===== config.mk =====
export PLATFORM = sky130hd
export DESIGN_NAME = fifo_wr_arbiter
export DESIGN_NICKNAME = d
export VERILOG_FILES = /design/src/rtl/fifo_wr_arbiter.sv
export SDC_FILE = /design/constraint.sdc
export NUM_CORES = 1
export LEC_CHECK = 0
export CORE_MARGIN = 1.5
export CORE_UTILIZATION = 30
export CTS_CLUSTER_DIAMETER = 120
export DETAILED_ROUTE_END_ITERATION = 8
export GPL_ROUTABILITY_DRIVEN = 0
export PLACE_DENSITY = 0.79
export SYNTH_ARGS = -nofsm -noshare
export SYNTH_HDL_FRONTEND = slang
export SYNTH_SLANG_ARGS = --single-unit

===== constraint.sdc =====
create_clock -name clk_i -period 2.26 [get_ports clk_i]
set_input_delay 0.452 -clock clk_i [delete_from_list [all_inputs] [get_ports clk_i]]
set_output_delay 0.452 -clock clk_i [all_outputs]
set_load 0.02 [all_outputs]

===== src/rtl/fifo_wr_arbiter.sv =====
// Round-robin arbiter sharing one FIFO write port among N_REQ valid/ready producers.
// Grants are held for at most MAX_BURST accepted words, with zero-bubble handoff.
module fifo_wr_arbiter #(
  parameter int N_REQ     = 4,
  parameter int DWIDTH    = 16,
  parameter int MAX_BURST = 8
) (
  input  logic                      clk_i,
  input  logic                      srst_i,
  input  logic [N_REQ-1:0]          req_valid_i,
  input  logic [N_REQ*DWIDTH-1:0]   req_data_i,
  output logic [N_REQ-1:0]          req_ready_o,
  output logic [N_REQ-1:0]          grant_o,
  output logic [DWIDTH-1:0]         fifo_data_o,
  output logic                      fifo_wrreq_o,
  input  logic                      fifo_full_i
);

  localparam int IW = (N_REQ > 1) ? $clog2(N_REQ) : 1;
  localparam int CW = $clog2(MAX_BURST + 1);
  localparam logic [CW-1:0] LAST_BEAT = CW'(MAX_BURST - 1);
  localparam logic [IW-1:0] LAST_INIT = IW'(N_REQ - 1);

  typedef enum logic [0:0] {
    ST_IDLE  = 1'b0,
    ST_GRANT = 1'b1
  } state_e;

  state_e            state_r;
  logic [N_REQ-1:0]  grant_r;
  logic [IW-1:0]     last_r;
  logic [CW-1:0]     burst_cnt_r;

  logic              win_found_s;
  logic [IW-1:0]     win_idx_s;
  logic [N_REQ-1:0]  win_onehot_s;
  logic              xfer_s;
  logic              owner_valid_s;
  logic              release_s;

  // First valid requester scanning upward from last+1; last itself is tried last.
  function automatic logic [IW:0] rr_pick(input logic [N_REQ-1:0] valid,
                                          input logic [IW-1:0]    last);
    logic [IW:0]   pick;
    logic [IW-1:0] idx;
    pick = '0;
    for (int k = N_REQ; k >= 1; k--) begin
      idx = IW'((int'(last) + k) % N_REQ);
      if (valid[idx]) begin
        pick = {1'b1, idx};
      end else begin
        pick = pick;
      end
    end
    return pick;
  endfunction

  assign grant_o = grant_r;

  // Handshake, write strobe, data mux and next-winner selection.
  always_comb begin
    req_ready_o   = grant_r & {N_REQ{~fifo_full_i}};
    xfer_s        = |(req_valid_i & req_ready_o);
    fifo_wrreq_o  = xfer_s;
    owner_valid_s = |(req_valid_i & grant_r);
    release_s     = ~owner_valid_s | (xfer_s & (burst_cnt_r == LAST_BEAT));
    {win_found_s, win_idx_s} = rr_pick(req_valid_i, last_r);
    win_onehot_s  = {{(N_REQ-1){1'b0}}, 1'b1} << win_idx_s;
    fifo_data_o   = '0;
    for (int i = 0; i < N_REQ; i++) begin
      fifo_data_o = fifo_data_o | (req_data_i[i*DWIDTH +: DWIDTH] & {DWIDTH{grant_r[i]}});
    end
  end

  // Grant state machine; in GRANT the owner index always equals last_r.
  always_ff @(posedge clk_i) begin
    if (srst_i) begin
      state_r     <= ST_IDLE;
      grant_r     <= '0;
      last_r      <= LAST_INIT;
      burst_cnt_r <= '0;
    end else begin
      case (state_r)
        ST_IDLE: begin
          if (win_found_s) begin
            state_r     <= ST_GRANT;
            grant_r     <= win_onehot_s;
            last_r      <= win_idx_s;
            burst_cnt_r <= '0;
          end
        end
        ST_GRANT: begin
          if (release_s) begin
            if (win_found_s) begin
              grant_r     <= win_onehot_s;
              last_r      <= win_idx_s;
              burst_cnt_r <= '0;
            end else begin
              state_r     <= ST_IDLE;
              grant_r     <= '0;
              burst_cnt_r <= '0;
            end
          end else if (xfer_s) begin
            burst_cnt_r <= burst_cnt_r + CW'(1);
          end
        end
        default: begin
          state_r     <= ST_IDLE;
          grant_r     <= '0;
          last_r      <= LAST_INIT;
          burst_cnt_r <= '0;
        end
      endcase
    end
  end

endmodule


-- Word-level counts from Yosys, hierarchy flattened
Cells that the tools add are included.
W data, S select, Z words.
- register bits: 11
- output and inout port bits: 25
- add/sub/neg operators: 5
- order comparisons: 4
- equal/unequal tests: 4
- shift-type cells: 1
- muxes and demuxes: 26
- bitwise gates (word level): 15
- reductions and logical operators: 4
- operator list (kind ; count):
    $and A16 B16 Y16 ; 4
    $or A16 B16 Y16 ; 3
    $mux W4 ; 6
    $pmux W4 S2 ; 2
    $and A4 B4 Y4 ; 3
    $lt A2 B3 Y1 const B ; 4
    $mux W3 ; 4
    $bmux W1 S2 ; 4
    $reduce_or A4 Y1 ; 2
    $mux W1 ; 6
    $add A2 B1 Y2 const B ; 2
    $add A2 B2 Y2 const B ; 2
    $add A4 B1 Y4 const B ; 1
    $eq A4 B3 Y1 const B ; 1
    $mux W2 ; 2
    $pmux W2 S2 ; 1
    $reduce_and A2 Y1 ; 2
    $shl A1 B2 Y4 const A ; 1
    $ne A3 B2 Y1 const B ; 1
    $not A1 Y1 ; 3
    $ne A2 B1 Y1 const B ; 1
    $ne A2 B2 Y1 const B ; 1
    $pmux W1 S2 ; 1
    $and A1 B1 Y1 ; 1
    $or A1 B1 Y1 ; 1

-- Depth between registers and ports, before layout
- depth in word-level cells: 11
- depth in mapped cells: 5
- gate-level depth less buffers: 5

-- Worst setup path before layout
No wires, ideal clock.
- path kind: reg-to-reg
- start: register grant_r[3], in the netlist grant_o[3]
- end: register burst_cnt_r[2]
- library setup time: 0.074 ns
- arrival: 1.592 ns
- required time: 2.186 ns
- slack: 0.594 ns
- stages on the path, launching flop included: 6
- path buffers: 1
- cells stage by stage: dfxtp_1 buf_2 a22oi_2 a211o_1 or4_1 a31oi_1
- longest elaborated chain between the ends: 7
- elaborated cells on any way between the ends: 12
- ends and longest elaborated chain (element ; line ; source):
    from (decl) ; 30 ; logic [N_REQ-1:0] grant_r;
    from (signal assigned) ; 87 ; grant_r <= win_onehot_s;
    from (signal assigned) ; 95 ; grant_r <= win_onehot_s;
    $and A4 B4 Y4 ; 62 ; req_ready_o = grant_r & {N_REQ{~fifo_full_i}};
    $and A4 B4 Y4 ; 63 ; xfer_s = |(req_valid_i & req_ready_o);
    $reduce_or A4 Y1 ; 63 ;
    $and A1 B1 Y1 ; 66 ; release_s = ~owner_valid_s | (xfer_s & (burst_cnt_r == LAST_BEAT));
    $or A1 B1 Y1 ; 66 ;
    $mux W4 / $ne A3 B2 Y1 (equally long branches) ; n/a ;
    $pmux W4 S2 / $reduce_and A2 Y1 (equally long branches) ; n/a ;
    to (signal assigned) ; 104 ; burst_cnt_r <= burst_cnt_r + CW'(1);
    to (decl) ; 32 ; logic [CW-1:0] burst_cnt_r;
Several ways; a longest one is shown, not always the timed one.
A chain may end at the register's enable or synchronous reset.

-- Final worst setup path
- start: register grant_r[1], in the netlist grant_o[1]
- end: output port fifo_data_o[1]
- longest elaborated chain between the ends: 4
- ends and longest elaborated chain (element ; line ; source):
    $and A16 B16 Y16 ; 71 ; fifo_data_o = fifo_data_o | (req_data_i[i*DWIDTH +: DWIDTH] & {DWIDTH{grant_r[i]}});
    $or A16 B16 Y16 (3 in series) ; 71 ;
    to (decl) ; 14 ; output logic [DWIDTH-1:0] fifo_data_o,
Every way passes these cells.

==> results.json <==
{
  "final_common_cell": "clkdlybuf4s50_1",
  "synth_xor_area_share_pct": 0,
  "route.detailed.drc": 0,
  "drt-vias-per-instance": 5.16,
  "synth_top_area_share_pct": 23.9,
  "synth_cell_types": 36,
  "maxCapViolations": 0,
  "vias": 1408,
  "timing.final.crit_period_ps": 2200,
  "powerDensity_nw_per_um2": 469,
  "min_path_type": "reg2reg",
  "grt_usage_pct": 20.8,
  "synthAdderAreaFrac_pct": 1.24,
  "io_pins": 96,
  "async_flop_share_pct": 0,
  "postRouteAntennaNets": 0,
  "cts_sinks": 11,
  "cts_setup_buffers": 0,
  "place_area_sq_um": 2080,
  "worst_ep_required_time_ps": 1810,
  "ctsHtreeMaxLevel": 1,
  "antennaDiodeCount": 0,
  "pre_cts_ws_ps": -98.1,
  "cp-start-kind": "flop",
  "ir_drop_mv": 0.275,
  "drive_gt1_share_pct": 10.9,
  "critical_path_class": "reg2out",
  "whs_ps": 501,
  "path_clk_slew_ps": 70,
  "hold_viol_final": 0,
  "dieArea_sq_um": 3710,
  "finalNetCount": 302,
  "synth_top_family_by_area": "compound AO/OA/AOI/OAI gates",
  "slew_headroom_pct": 72.3,
  "mostFrequentLayoutCells": "clkdlybuf4s50_1, a22oi_1, nand2_1, dfxtp_1, buf_4",
  "netlist_instances": 125,
  "critPathCaptureType": "output pin",
  "clk_latency_ps": 280,
  "rows": 20,
  "core_sq_um": 3130,
  "num-fill-cells": 267,
  "run_status": "finished clean",
  "yosys_warnings": 0,
  "first_iter_violations": 66,
  "rsz0062_at_grt": "no",
  "avgRoutedWirePerCell_um": 14.9,
  "muxShareOfSynthArea_pct": 0.994,
  "die_w_um": 60.9,
  "p_leak_nw": 0.823,
  "tritoncts": "done",
  "dp_hpwl_mm": 3.31,
  "fin_ws_ps": 58.1,
  "ys_ff_latch": 11,
  "antenna_found_initial": 0,
  "grt_pass1_vias": 1356,
  "first_pass_iters": 4,
  "grt_max_degree": 17,
  "clock_skew_ps": 5.27,
  "ys_seq_area_share_pct": 21.9,
  "synth-edff-count": 0,
  "finalPower_mw": 0.989,
  "netlist_area_sq_um": 1010,
  "fp.dieH_um": 60.9,
  "grt_pass1_wl_mm": 5.91,
  "synth_area_leaders": "a22oi_1, dfxtp_1, nand2_1",
  "path_max_fanout": 16,
  "ys.flop_type": "dfxtp_1",
  "final_area_sq_um": 2110,
  "yosys.area_share.simple_pct": 25.5,
  "start_util_pct": 32.2,
  "critPathArrivalTime_ps": 1750,
  "syn2layout_area_growth_pct": 110,
  "cts_made_buffers": 3,
  "syn_nets": 197,
  "setup_viol": 0,
  "grt.overflow.total": 0,
  "portBuffers": 95,
  "fin_crit_sh_pct": 97.4,
  "clockBufferDepth": 2,
  "wl_mm": 4.08,
  "syn_area_per_cell_sq_um": 8.06,
  "fmax_mhz": 454,
  "cts-root-buf": "clkbuf_4",
  "yosysTopAreaCell": "a22oi_1",
  "worstMarginPinSlew_ps": 412,
  "slew_viol_final": 0,
  "synth_compound_area_share_pct": 45.0
}
## final timing paths
kind	start	end	slack, ps	cells past startpoint
max	grant_o[1]$_SDFFE_PP0P_	fifo_data_o[1]	60	4
min	burst_cnt_r[1]$_SDFFE_PP0P_	burst_cnt_r[1]$_SDFFE_PP0P_	500	2
min reg2reg	burst_cnt_r[1]$_SDFFE_PP0P_	burst_cnt_r[1]$_SDFFE_PP0P_	500	2
max reg2reg	burst_cnt_r[0]$_SDFFE_PP0P_	grant_o[0]$_SDFFE_PP0P_	520	5
## power by group
group	leakage [nW]	internal [mW]	switching, mW	total, mW
logic	0.718	0.343	0.266	0.608
clock network	0.0150	0.0686	0.0723	0.141
registers	0.0906	0.211	0.0294	0.240
total	0.823	0.622	0.367	0.989
## cells by family (layout without fill, tap and decap cells)
| logic type | Yosys count | count (layout) |
|---|---|---|
| flip-flops | 11 | 11 |
| buffers and inverters | 10 | 114 |
| adder cells (fa/ha/maj) | 1 | 1 |
| multiplexers | 1 | 1 |
| AND/OR/NAND/NOR | 43 | 43 |
| AO/OA/AOI/OAI | 59 | 59 |
## layout make-up
type	instances	area, sq um	area share [%]
repair buffers	108	1070	50.6
well taps	44	55.1	2.61
clock buffers	4	26.3	1.24
inverters	2	7.51	0.356
flip-flops and latches	11	221	10.5
multi-input cells	104	732	34.7
## routing by layer
layer / routed length (um) / GRT usage, %
met4: 19 / 3.73
met5: 0 / 0
met3: 265 / 3.62
met2: 2190 / 41.5
met1: 1600 / 22.8
## critical path, stage by stage, from the launching register on
cell and delay (ps):
dfxtp_1 510, buf_12 190, a22oi_1 90, nand2_1 70, clkdlybuf4s50_1 610
## sequential cells by signal, indices dropped and copies added (netlist names)
register     flops
last_r           2
state_r          1
burst_cnt_r      4
grant_o          4
## Yosys cell counts, types with 3 or more instances
master and number:
a21oi_1 4, nand2_1 18, nand2b_1 4, o21ai_0 5
o2bb2ai_1 3, clkbuf_1 3, dfxtp_1 11, a22oi_1 32
nand3_1 5, and2b_1 4
## repair_timing
| item | CTS | global route |
|---|---|---|
| gates resized for setup | 3 | 3 |
| hold buffers | 0 | 0 |
| setup endpoints to repair | 17 | 14 |
## per-stage QoR
step	utilization (%)	TNS (ps)	instances
floorplan	-	0	125
global placement	66.4	-323	269
detailed placement	66.4	-404	269
CTS	67.2	0	273
global route	67.5	0	273
finish	67.5	0	273
(Power assumes the default switching activity.)
